`src/rtl/prbs_pkg.sv`:
```
// prbs_pkg: shared state encoding, PRBS31 tap positions and default seed
package prbs_pkg;
  typedef enum logic [1:0] {IDLE, RUN, DONE} state_t;
  localparam int PRBS31_TAP_HI = 30;
  localparam int PRBS31_TAP_LO = 27;
  localparam logic [30:0] DEF_SEED = 31'h7FFF_FFFF;
endpackage

```
`src/rtl/prbs31_lfsr.sv`:
```
// prbs31_lfsr: x^31 + x^28 + 1 shift register with seed load and shift enable
module prbs31_lfsr import prbs_pkg::*; #(
  parameter logic [30:0] RST_SEED = prbs_pkg::DEF_SEED
) (
  input  logic        clk,
  input  logic        rst_n,
  input  logic        load,
  input  logic        en,
  input  logic [30:0] seed,
  output logic [30:0] q
);
  always_ff @(posedge clk or posedge rst_n)
    if (rst_n) q <= RST_SEED;
    else if (load) q <= seed;
    else if (en) q <= {q[29:0], q[PRBS31_TAP_HI] ^ q[PRBS31_TAP_LO]};
endmodule

```
`src/rtl/prbs31_burst_ctrl.sv`:
```
// prbs31_burst_ctrl: sequences PRBS31 bursts with stop, seeding, done pulse and error injection
module prbs31_burst_ctrl #(
  parameter int          LEN_W    = 8,
  parameter int          ERRC_W   = 8,
  parameter logic [30:0] DEF_SEED = 31'h7FFF_FFFF
) (
  input  logic              clk,
  input  logic              rst_n,
  input  logic              start,
  input  logic              stop,
  input  logic [LEN_W-1:0]  len,
  input  logic [30:0]       seed_in,
  input  logic              inj_err,
  output logic              bit_out,
  output logic              valid,
  output logic              busy,
  output logic              done,
  output logic [LEN_W-1:0]  bits_left,
  output logic [ERRC_W-1:0] err_count
);
  import prbs_pkg::*;
  state_t             r_state, w_next;
  logic [LEN_W-1:0]   r_cnt;
  logic               r_pend;
  logic [ERRC_W-1:0]  r_errc;
  logic [30:0]        w_q;
  logic               w_load, w_hit;
  logic [30:0]        w_seed;
  assign w_load    = (r_state == IDLE) && start && (len != '0);
  assign w_hit     = valid && r_pend;
  assign w_seed    = (seed_in == '0) ? DEF_SEED : seed_in;
  assign err_count = r_errc;
  always_ff @(posedge clk or posedge rst_n)
    if (rst_n) r_state <= IDLE;
    else r_state <= w_next;
  always_comb
    w_next = (r_state == IDLE) ? (w_load ? RUN : IDLE) :
             (r_state == RUN)  ? (stop ? IDLE : (r_cnt == LEN_W'(1) ? DONE : RUN)) :
                                 IDLE;
  always_comb begin
    valid     = r_state == RUN;
    busy      = r_state == RUN;
    done      = r_state == DONE;
    bits_left = valid ? r_cnt : '0;
    bit_out   = valid & (w_q[PRBS31_TAP_HI] ^ r_pend);
  end
  always_ff @(posedge clk or posedge rst_n)
    if (rst_n) begin
      r_cnt  <= '0;
      r_pend <= 1'b0;
      r_errc <= '0;
    end else begin
      r_cnt  <= w_load ? len : (valid ? (stop ? '0 : r_cnt - LEN_W'(1)) : r_cnt);
      r_pend <= inj_err | (r_pend & ~valid);
      if (w_hit && !(&r_errc)) r_errc <= r_errc + ERRC_W'(1);
    end
  prbs31_lfsr #(.RST_SEED(DEF_SEED)) u_lfsr (
    .clk   (clk),
    .rst_n (rst_n),
    .load  (w_load),
    .en    (valid),
    .seed  (w_seed),
    .q     (w_q)
  );
endmodule

```
`config.mk`:
```
export PLATFORM = sky130hd
export DESIGN_NAME = prbs31_burst_ctrl
export DESIGN_NICKNAME = d
export VERILOG_FILES = /design/src/rtl/prbs_pkg.sv /design/src/rtl/prbs31_lfsr.sv /design/src/rtl/prbs31_burst_ctrl.sv
export SDC_FILE = /design/constraint.sdc
export NUM_CORES = 1
export LEC_CHECK = 0
export ABC_CLOCK_PERIOD_IN_PS = 1700
export CAP_MARGIN = 20
export CORE_MARGIN = 1.5
export CORE_UTILIZATION = 25
export DETAILED_ROUTE_END_ITERATION = 8
export GPL_ROUTABILITY_DRIVEN = 0
export MAX_ROUTING_LAYER = met4
export SLEW_MARGIN = 20
export SYNTH_ARGS = -nofsm -noshare
export SYNTH_HDL_FRONTEND = slang
export SYNTH_SLANG_ARGS = --single-unit
```
`constraint.sdc`:
```
create_clock -name clk -period 1.7 [get_ports clk]
set_input_delay 0.34 -clock clk [delete_from_list [all_inputs] [get_ports clk]]
set_output_delay 0.34 -clock clk [all_outputs]
set_load 0.005 [all_outputs]
```
==> impl_results.md <==
- Setup violations, final: 0
- EDFF count, synth: 0
- CTS max path bufs: 2
- Multi-input logic area: between 1500 and 2000 um2
- Layout cells sized above 1: 0.429
- Die width: roughly 110 um
- Layout area overhead: 56.1%
- Worst Path Required: ~1900 ps
- Synth Net Count: roughly 350
- H-tree levels: 2
- Total wire length: between 8000 and 9000 um
- Critical path arrival: 1910 ps
- Crit path launch type: primary input
- Delay-heaviest family, CP: buffers and inverters
- Top cell type's share of synthesized area: 0.275
- Hold Crit Class: primary input to register
- Most Crowded Layer GR: met2
- Cell breakdown of the critical path: dlygate4sd2_1 > or4_4 > o21ai_4 > buf_12 > buf_12 > buf_12 > buf_16 > nor2_4 > a32oi_2
- Final HPWL DP: 5450 um
- Status: finished, violations left
- PwrDens: between 1000 and 1500 nW/um2
- Initial Util: 0.258
- TritonCTS clock tree: yes
- Post-Synthesis Cells: 298
- Pre-Repair DR Iteration Count: 9
- Hold Buf Count CTS: 0
- Antenna-violating nets left: 0
- Critical path buffers and inverters: 5
- Biggest cell delay along the critical path: between 400 and 500 ps
- Register area: 1290 um2
- Worst-skew pair later-pin latency: 290 ps
- Worst Setup Path Type: primary input to register
- Number of antenna violations at the first check in global routing: 0
- Vias in the first global route: 2807
- Slew HR: 0.779
- Register bit count reported by yosys: 50
- Clock buffer count from CTS: 5
- F_max: 589 MHz
- Synth top area cells: dfstp_2 27%, a32oi_2 16%, dfrtp_1 16%, nand2_1 8.6%, nor2_1 5.2%
- Largest net degree at the start of global routing: between 50 and 60
- Core area: 11500 um2
- Synthesized cell area: a little under 3000 um2
- # fillers: 1143
- Ports: 64
- Failing checks: DRC
- Ys Warns: 0
- Count leader, synth: nand2_1
- Unrepaired setup endpoints after global routing: true
- Post-synth ARST share: 1.00
- Synth cell types: 44
- First-pass GRT wire length: 13800 um
- Max cap viols: 0
- Synth area leader: dfstp_2
- Max Slew Vio Count: 0
- CTS sink count: 50
- Layout Nets: 459
- Register area share after synthesis: 0.435
- Synth Area per Inst: around 10 um2
- FP Rows: 39
- Antenna diodes: 0
- Via Count: 2679
- Global route total overflow: 0
- Design Area, Final: 4630 um2
- Initial DRC count: between 100 and 150
- Final hold vios: 0
- Avg Vias per Cell: 4.82
- Met1 Use GR: 0.172
- Die footprint: about 13000 um2
- Worst-path maximum fanout: 7
- VDD IR max: a little over 0.5 mV
- Die Y: 112 um
- Post-synth top flop: dfstp_2
- Worst Skew: around 4.9 ps
- Clock root cell: clkbuf_16
- Overall Power: 0.00616 W
- Final min period: approximately 1700 ps
- Leak: 1.91 nW
- Most used cell, CP: buf_12
- Met2 Usage GRT: 0.244
- Reg2reg setup slack: 10 ps
- IO buf count: 63
- Clock-pin slew on the worst setup and hold paths: 70 ps
- DRC: 4
- Endpoint class of the critical path: register
- Slowest CP cell: or4_4
- Total GRT Usage: 0.140
- Synth top cells by count: 68 x nand2_1, 41 x nor2_1, 31 x dfstp_2
- Worst hold slack: 313 ps
- GRT met3 Usage: 0.0229
- Placed Area: 4050 um2
- Slew @ Worst Pin: 332 ps
- Drt wl/cell: 15.1 um
- Crit share post-route: 0.998
## per-stage QoR
stage | setup TNS, ps | instances | util | setup WS [ps]
6_report | 0 | 556 | 0.402 | 3.05
5_1_grt | -349 | 556 | 0.402 | -48.0
4_1_cts | -31.0 | 554 | 0.394 | -11.0
3_5_place_dp | -19720 | 531 | 0.352 | -555
3_3_place_gp | -19300 | 531 | 0.352 | -516
2_1_floorplan | 0 | 298 | - | 60.1
## registers in the layout, summed over array words and instances (netlist names)
name       count
u_lfsr.q      31
r_cnt          8
err_count      8
r_pend         1
r_state        2
## cells in the final DEF (no fill, tap or decap), types with 4 or more instances in the layout
master,n
nor4_4,4
dfrtp_1,19
buf_6,10
buf_4,43
xnor2_1,9
clkdlybuf4s50_1,26
buf_12,6
a32oi_2,31
clkdlybuf4s15_1,4
nor2_2,5
a21oi_1,4
nand3_1,7
clkbuf_16,7
and2_1,6
dfstp_2,31
or4_4,4
clkbuf_2,9
dlygate4sd2_1,18
nor2_1,34
nand2_1,68
buf_16,5
o211ai_1,5
## power by group
| part | total [W] | internal (W) | switching [W] |
|---|---|---|---|
| Sequential | 0.00240 | 0.00198 | 0.000420 |
| Combinational | 0.00278 | 0.00152 | 0.00126 |
| Clock | 0.000983 | 0.000547 | 0.000436 |
| Total | 0.00616 | 0.00405 | 0.00212 |
## tightest hold or removal path, cell delays in order
cell,delay [ps]
clkbuf_2,90
nand2_1,50
o211ai_1,80
## per-layer routing
layer	wire length [um]	share of wire	vias up
met4	80	0.0096	0
met5	0	0	-
met2	4260	0.51	57
li1	-	-	1292
met3	317	0.038	7
met1	3720	0.44	1323
## final cells by class
class,instances,area share
sequential,50,0.278
clock buffer,6,0.0278
inverter,5,0.00513
timing repair buffer,130,0.289
multi-input combinational,220,0.358
tap,143,0.0386
clock inverter,2,0.00297
## final timing paths
| kind | from | end | cells after the start |
|---|---|---|---|
| hold / removal | len[4] | r_cnt[4] | 3 |
| min in group asynchronous | rst_n | err_count[3] | 3 |
| setup / recovery | len[0] | u_lfsr.q[15] | 9 |
| max in group asynchronous | rst_n | u_lfsr.q[10] | 3 |
| hold reg to reg | err_count[6] | err_count[6] | 1 |
| setup reg to reg | r_state[0] | u_lfsr.q[28] | 8 |
## kinds of logic (layout without fill, tap and decap cells)
family,Yosys count,in the layout,synth area share
buf+inv,28,143,0.0565
compound gates,50,50,0.210
xor+xnor,12,12,0.0354
flops,50,50,0.435
mux,1,1,0.00380
fa+ha+maj,3,3,0.0127
simple gates,154,154,0.247
## what timing repair did
item                                    in CTS  in global routing
pin swaps                                   16                 11
buffers inserted                             9                  2
gates cloned                                 6                  2
endpoints found under the setup margin      52                 37
gates resized for setup                     81                 35
No activity file was read; power rests on OpenSTA's default activity.
